[config.mk]
export PLATFORM = sky130hd
export DESIGN_NAME = pixel_pack_3to24_flat
export DESIGN_NICKNAME = d
export VERILOG_FILES = /design/src/rtl/pix_pack_pkg.sv /design/src/rtl/pixel_pack_3to24_if.sv /design/src/rtl/pix_slot_merge.sv /design/src/rtl/pixel_pack_3to24.sv /design/src/flat_wrapper.sv
export SDC_FILE = /design/constraint.sdc
export NUM_CORES = 1
export LEC_CHECK = 0
export BUFFER_PORTS_ARGS = -buffer_cell sky130_fd_sc_hd__buf_2
export CAP_MARGIN = 20
export CORE_UTILIZATION = 54
export DETAILED_ROUTE_END_ITERATION = 8
export PLACE_DENSITY = 0.83
export SYNTH_ARGS = -nofsm -noshare
export SYNTH_HDL_FRONTEND = slang
export SYNTH_SLANG_ARGS = --single-unit
export TNS_END_PERCENT = 100
[constraint.sdc]
create_clock -name clk -period 5.2 [get_ports clk]
set_input_delay 1.04 -clock clk [delete_from_list [all_inputs] [get_ports clk]]
set_output_delay 1.04 -clock clk [all_outputs]
set_load 0.01 [all_outputs]
[src/rtl/pix_pack_pkg.sv]
// Shared geometry, state encoding and slot mapping for the 3-bit pixel frame store.
package pix_pack_pkg;

  localparam int unsigned PIX_W   = 3;
  localparam int unsigned SLOTS   = 8;
  localparam int unsigned SLOT_W  = 3;
  localparam int unsigned WORD_W  = 24;
  localparam int unsigned PADDR_W = 19;
  localparam int unsigned WADDR_W = 16;

  typedef enum logic [1:0] {
    IDLE,
    ACCUM,
    WRITE
  } state_e;

  // Slot k lives at bits [3k+2:3k]; the read-side selector uses the same mapping.
  function automatic int unsigned slot_lsb(input int unsigned slot);
    return slot * PIX_W;
  endfunction

endpackage

[src/rtl/pixel_pack_3to24_if.sv]
// Pixel-in / masked-word-out bundle between the pixel producer, the packer and frame memory.
interface pixel_pack_3to24_if;
  import pix_pack_pkg::*;

  logic               pix_valid;
  logic               pix_ready;
  logic [PADDR_W-1:0] pix_addr;
  logic [PIX_W-1:0]   pix_data;
  logic               flush;
  logic               wr_valid;
  logic               wr_ready;
  logic [WADDR_W-1:0] wr_addr;
  logic [WORD_W-1:0]  wr_data;
  logic [SLOTS-1:0]   wr_mask;
  logic               idle;

  modport slave (
    input  pix_valid, pix_addr, pix_data, flush, wr_ready,
    output pix_ready, wr_valid, wr_addr, wr_data, wr_mask, idle
  );

  modport master (
    output pix_valid, pix_addr, pix_data, flush, wr_ready,
    input  pix_ready, wr_valid, wr_addr, wr_data, wr_mask, idle
  );

endinterface

[src/rtl/pix_slot_merge.sv]
// Combinational insertion of one pixel into a packed word and its slot mask.
module pix_slot_merge
  import pix_pack_pkg::*;
(
  input  logic [WORD_W-1:0] word_i,
  input  logic [SLOTS-1:0]  mask_i,
  input  logic [SLOT_W-1:0] slot_i,
  input  logic [PIX_W-1:0]  pix_i,
  output logic [WORD_W-1:0] word_c,
  output logic [SLOTS-1:0]  mask_c
);

  always_comb begin
    word_c = word_i;
    mask_c = mask_i;
    for (int unsigned k = 0; k < SLOTS; k++) begin
      if (slot_i == SLOT_W'(k)) begin
        word_c[slot_lsb(k) +: PIX_W] = pix_i;
        mask_c[k]                    = 1'b1;
      end
    end
  end

endmodule

[src/rtl/pixel_pack_3to24.sv]
// Packs eight 3-bit pixels of one word address into a single masked 24-bit memory write.
module pixel_pack_3to24
  import pix_pack_pkg::*;
(
  input  logic               clk,
  input  logic               rst_n,
  pixel_pack_3to24_if.slave  bus
);

  state_e               state_q, state_d;
  logic [WORD_W-1:0]    acc_word_q, acc_word_d;
  logic [SLOTS-1:0]     acc_mask_q, acc_mask_d;
  logic [WADDR_W-1:0]   acc_waddr_q, acc_waddr_d;
  logic                 wr_valid_q, wr_valid_d;
  logic                 idle_q, idle_d;

  logic                 pix_ready_c;
  logic                 accept_c;
  logic                 close_c;
  logic [WADDR_W-1:0]   pix_waddr_c;
  logic [SLOT_W-1:0]    pix_slot_c;
  logic [WORD_W-1:0]    base_word_c, merged_word_c;
  logic [SLOTS-1:0]     base_mask_c, merged_mask_c;

  assign pix_waddr_c = bus.pix_addr[PADDR_W-1:SLOT_W];
  assign pix_slot_c  = bus.pix_addr[SLOT_W-1:0];

  // A pixel belongs to the held word only if its word address matches.
  always_comb begin
    pix_ready_c = 1'b0;
    case (state_q)
      IDLE:    pix_ready_c = 1'b1;
      ACCUM:   pix_ready_c = (pix_waddr_c == acc_waddr_q);
      default: pix_ready_c = 1'b0;
    endcase
  end

  assign accept_c = bus.pix_valid & pix_ready_c;
  // An accepted last-slot pixel or a concurrent flush closes the word including that pixel.
  assign close_c  = (pix_slot_c == SLOT_W'(SLOTS - 1)) | bus.flush;

  // A fresh word starts from an empty accumulator.
  assign base_word_c = (state_q == IDLE) ? '0 : acc_word_q;
  assign base_mask_c = (state_q == IDLE) ? '0 : acc_mask_q;

  pix_slot_merge u_merge (
    .word_i (base_word_c),
    .mask_i (base_mask_c),
    .slot_i (pix_slot_c),
    .pix_i  (bus.pix_data),
    .word_c (merged_word_c),
    .mask_c (merged_mask_c)
  );

  always_comb begin
    state_d     = state_q;
    acc_word_d  = acc_word_q;
    acc_mask_d  = acc_mask_q;
    acc_waddr_d = acc_waddr_q;
    case (state_q)
      IDLE: begin
        if (accept_c) begin
          acc_word_d  = merged_word_c;
          acc_mask_d  = merged_mask_c;
          acc_waddr_d = pix_waddr_c;
          state_d     = close_c ? WRITE : ACCUM;
        end
      end
      ACCUM: begin
        if (accept_c) begin
          acc_word_d = merged_word_c;
          acc_mask_d = merged_mask_c;
          if (close_c) state_d = WRITE;
        end else if (bus.flush || bus.pix_valid) begin
          // pix_valid without accept means a new word address: emit and leave it pending.
          state_d = WRITE;
        end
      end
      WRITE: begin
        if (bus.wr_ready) state_d = IDLE;
      end
      default: state_d = IDLE;
    endcase
    wr_valid_d = (state_d == WRITE);
    idle_d     = (state_d == IDLE);
  end

  always_ff @(posedge clk or negedge rst_n) begin
    if (!rst_n) begin
      state_q     <= IDLE;
      acc_word_q  <= '0;
      acc_mask_q  <= '0;
      acc_waddr_q <= '0;
      wr_valid_q  <= 1'b0;
      idle_q      <= 1'b1;
    end else begin
      state_q     <= state_d;
      acc_word_q  <= acc_word_d;
      acc_mask_q  <= acc_mask_d;
      acc_waddr_q <= acc_waddr_d;
      wr_valid_q  <= wr_valid_d;
      idle_q      <= idle_d;
    end
  end

  assign bus.pix_ready = pix_ready_c;
  assign bus.wr_valid  = wr_valid_q;
  assign bus.wr_addr   = acc_waddr_q;
  assign bus.wr_data   = acc_word_q;
  assign bus.wr_mask   = acc_mask_q;
  assign bus.idle      = idle_q;

endmodule
[src/flat_wrapper.sv]
// flat-port wrapper written by rule: the top's interface ports become plain ports
module pixel_pack_3to24_flat import pix_pack_pkg::*;
  (clk, rst_n, bus_pix_valid, bus_pix_addr, bus_pix_data, bus_flush, bus_wr_ready, bus_pix_ready, bus_wr_valid, bus_wr_addr, bus_wr_data, bus_wr_mask, bus_idle);
  pixel_pack_3to24_if bus_i ();
  input  logic clk;
  input  logic rst_n;
  input wire logic [$bits(bus_i.pix_valid)-1:0] bus_pix_valid;
  input wire logic [$bits(bus_i.pix_addr)-1:0] bus_pix_addr;
  input wire logic [$bits(bus_i.pix_data)-1:0] bus_pix_data;
  input wire logic [$bits(bus_i.flush)-1:0] bus_flush;
  input wire logic [$bits(bus_i.wr_ready)-1:0] bus_wr_ready;
  output wire logic [$bits(bus_i.pix_ready)-1:0] bus_pix_ready;
  output wire logic [$bits(bus_i.wr_valid)-1:0] bus_wr_valid;
  output wire logic [$bits(bus_i.wr_addr)-1:0] bus_wr_addr;
  output wire logic [$bits(bus_i.wr_data)-1:0] bus_wr_data;
  output wire logic [$bits(bus_i.wr_mask)-1:0] bus_wr_mask;
  output wire logic [$bits(bus_i.idle)-1:0] bus_idle;
  assign bus_i.pix_valid = bus_pix_valid;
  assign bus_i.pix_addr = bus_pix_addr;
  assign bus_i.pix_data = bus_pix_data;
  assign bus_i.flush = bus_flush;
  assign bus_i.wr_ready = bus_wr_ready;
  assign bus_pix_ready = bus_i.pix_ready;
  assign bus_wr_valid = bus_i.wr_valid;
  assign bus_wr_addr = bus_i.wr_addr;
  assign bus_wr_data = bus_i.wr_data;
  assign bus_wr_mask = bus_i.wr_mask;
  assign bus_idle = bus_i.idle;
  pixel_pack_3to24 u_core (.clk(clk), .rst_n(rst_n), .bus(bus_i));
endmodule
==> results.cfg <==
[outcome]
status = finished clean

[clock_network]
cts_made_buffers = 5
cts.root.buffer_cell = clkbuf_8
ctsHtreeMaxLevel = 2
clock_latency_ns = 0.30
cts.clk_slew.worst_paths_ns = 0.09
postCtsSetupRepairBufs = 0
cts-resized-gates = 0
total_of_hold_buffers_inserted_after_clock_tree_synthesis = 0
clock_tree.buffer_depth = 2
numClockSinks = 52
tritoncts = yes

[cells_and_area]
final_cell_count_without_fillers = 320
synthToLayoutAreaGrowth_pct = 22.3
post_route_cells_drive_above_1_share = 0.415
final_cell_area_um2 = 2860
final_net_count = 296
fillerInstances = 318
antenna-diode-count = 0
utilization_after_layout = 0.699

[yosys]
synth_top_cell_area_share = 0.546
synth-edff-count = 0
syn_area_per_cell_um2 = 12.2
synth_ff_type = dfrtp_1
synth_top_cells_by_area = dfrtp_1, mux2_2, xor2_1
synth.largest_area_cell = dfrtp_1
yosys_register_bits = 52
post_synth_inst_count = 192
netlist_area_um2 = 2340
synth_seq_area_share = 0.558
synth_cell_type_count = 35
ys_top_cells_by_count = dfrtp_1, nand2_1, mux2_2
asyncSetResetFlopFracSynth = 1.00
synth_nets = 219
yosysWarningCount = 0
synth.most_common_cell = dfrtp_1

[job]
cap_violations = 0

[place]
dp.cells = 312
place_hpwl_um = 3430
buffer_ports.inserted = 77
placed_cell_area_um2 = 2750
gp_congestion = 0.752
placement.setup.worst_slack_ns = 1.55

[routing]
remaining_drc_errors = 0
drt-pass1-iter-count = 4
via_count = 1793
finalWirelength_um = 4840
via_per_inst = 5.60
route.detailed.wl_per_inst_um = 15.1
number_of_nets_still_failing_antenna_checks_after_routing = 0
initial_drc_count = 130

[pwr]
peakVddDrop_uv = 290
power_density_nw_per_um2 = 482
static-leakage-power_nw = 1.54

[floorplan]
die_y_um = 67.8
core.rowCount = 23
initial_core_util = 0.572
chipWidth_um = 67.8
core_area_um2 = 4090
ios = 78
design.die.area_um2 = 4590

[timing]
timing_hold_violations_final = 0
report.final.setup_viol = 0
timing.final.crit_period_ns = 3.69
worst_margin_pin_slew_ns = 0.641
finalClockSkew_ns = 0.00573
slew-limit-headroom = 0.573
fin_ws_ns = 1.51
report.final.slew_viol_count = 0
final_total_negative_setup_slack_ns = 0
final.period_utilization = 0.710
maximum_clock_rate_mhz = 271
setup_repair_after_global_routing_missed_its_margin = false

[grt]
grt_overflow = 0
grtUsageTotal = 0.226
first_pass_grt_wire_length_um = 7580
grt_pass1_vias = 1587
grt_max_degree = 53
grt_antenna_before_repair = 0

[critical_path]
worstSetupPathType = input port to primary output
worst_setup_path_start_kind = input port
path_max_fanout = 16
critPathArrivalTime_ns = 2.65
worst-endpoint-required_ns = 4.16
critPathCaptureType = primary output

[min_path]
path_type_of_the_worst_min_delay_path = flop to flop
## worst paths after layout
kind                                         endpoint             startpoint  slack (ns)  depth (start not counted)
worst max-delay path                    bus_pix_ready       bus_pix_addr[12]        1.51                          6
worst min-delay path            u_core.bus.wr_mask[0]  u_core.bus.wr_mask[0]        0.48                          2
worst max register to register  u_core.bus.wr_data[0]  u_core.bus.wr_addr[8]        2.76                          6
worst min register to register  u_core.bus.wr_mask[0]  u_core.bus.wr_mask[0]        0.48                          2
max in group asynchronous       u_core.bus.wr_mask[6]                  rst_n        3.93                          2
min in group asynchronous       u_core.bus.wr_mask[4]                  rst_n        0.85                          2
## layout make-up
| class | count | area (um^2) | share of cell area |
|---|---|---|---|
| sequential | 52 | 1300 | 0.456 |
| multi-input combinational | 127 | 970 | 0.339 |
| timing repair buffer | 79 | 400 | 0.140 |
| clock buffer | 6 | 72.6 | 0.0254 |
| tap | 50 | 62.6 | 0.0219 |
| clock inverter | 2 | 35.0 | 0.0123 |
| inverter | 4 | 15.0 | 0.00525 |
## cells by family (layout without fill, tap and decap cells)
group	count (synthesis)	in the layout	share of synthesized area
buffers and inverters	13	91	0.0273
flip-flops	52	52	0.558
XOR/XNOR	16	16	0.0600
multiplexers	26	26	0.121
AO/OA/AOI/OAI	34	34	0.120
AND/OR/NAND/NOR	51	51	0.115
## sequential cells by signal, indices dropped and copies added (netlist names)
register	count
u_core.bus.idle	1
u_core.bus.wr_addr	16
u_core.bus.wr_data	24
u_core.bus.wr_mask	8
u_core.bus.wr_valid	1
u_core.state_q	2
## per-layer routing
metal | vias up | share of wire | global-route usage
li1 | 857 | - | -
met3 | 11 | 0.049 | 0.0507
met1 | 876 | 0.46 | 0.312
met5 | - | 0 | 0
met4 | 0 | 0.021 | 0.0964
met2 | 49 | 0.47 | 0.343
## metrics by stage
stage | hold slack [ns] | power (mW)
2_1_floorplan | 0.492 | 0.937
3_3_place_gp | 0.455 | 1.11
3_5_place_dp | 0.459 | 1.13
4_1_cts | 0.481 | 1.39
5_1_grt | 0.506 | 1.47
6_report | 0.477 | 1.38
## worst max-delay path: stages
cell and delay [ns]:
buf_2 0.11, xor2_1 0.14, nor4_1 0.36, nand4_1 0.26
o22ai_2 0.51, buf_2 0.24
## cell usage in the layout, fill, tap and decap left out, drive strengths merged
cell / Yosys / routed
nand4bb: 1 / 1
nor2: 6 / 6
nor4: 3 / 3
a31oi: 5 / 5
o22ai: 1 / 1
and3: 5 / 5
o31ai: 2 / 2
mux2i: 9 / 9
nor3b: 1 / 1
o32a: 1 / 1
buf: 5 / 79
dfrtp: 51 / 51
and2: 3 / 3
nand4b: 1 / 1
a32o: 9 / 9
and3b: 1 / 1
bufinv: 0 / 1
a22o: 7 / 7
and4b: 1 / 1
mux2: 17 / 17
a21o: 1 / 1
nand2b: 3 / 3
nand3: 4 / 4
a31o: 3 / 3
dfstp: 1 / 1
xnor2: 3 / 3
o21ai: 5 / 5
inv: 4 / 4
nand4: 2 / 2
clkbuf: 4 / 6
clkinv: 0 / 1
xor2: 13 / 13
nand2: 20 / 20
## where the power goes
group	internal (mW)	switching [mW]	total (mW)
combinational	0.237	0.259	0.496
clock	0.143	0.122	0.264
sequential	0.529	0.0897	0.619
total	0.909	0.470	1.38
Power figures use the tool's default switching activity.
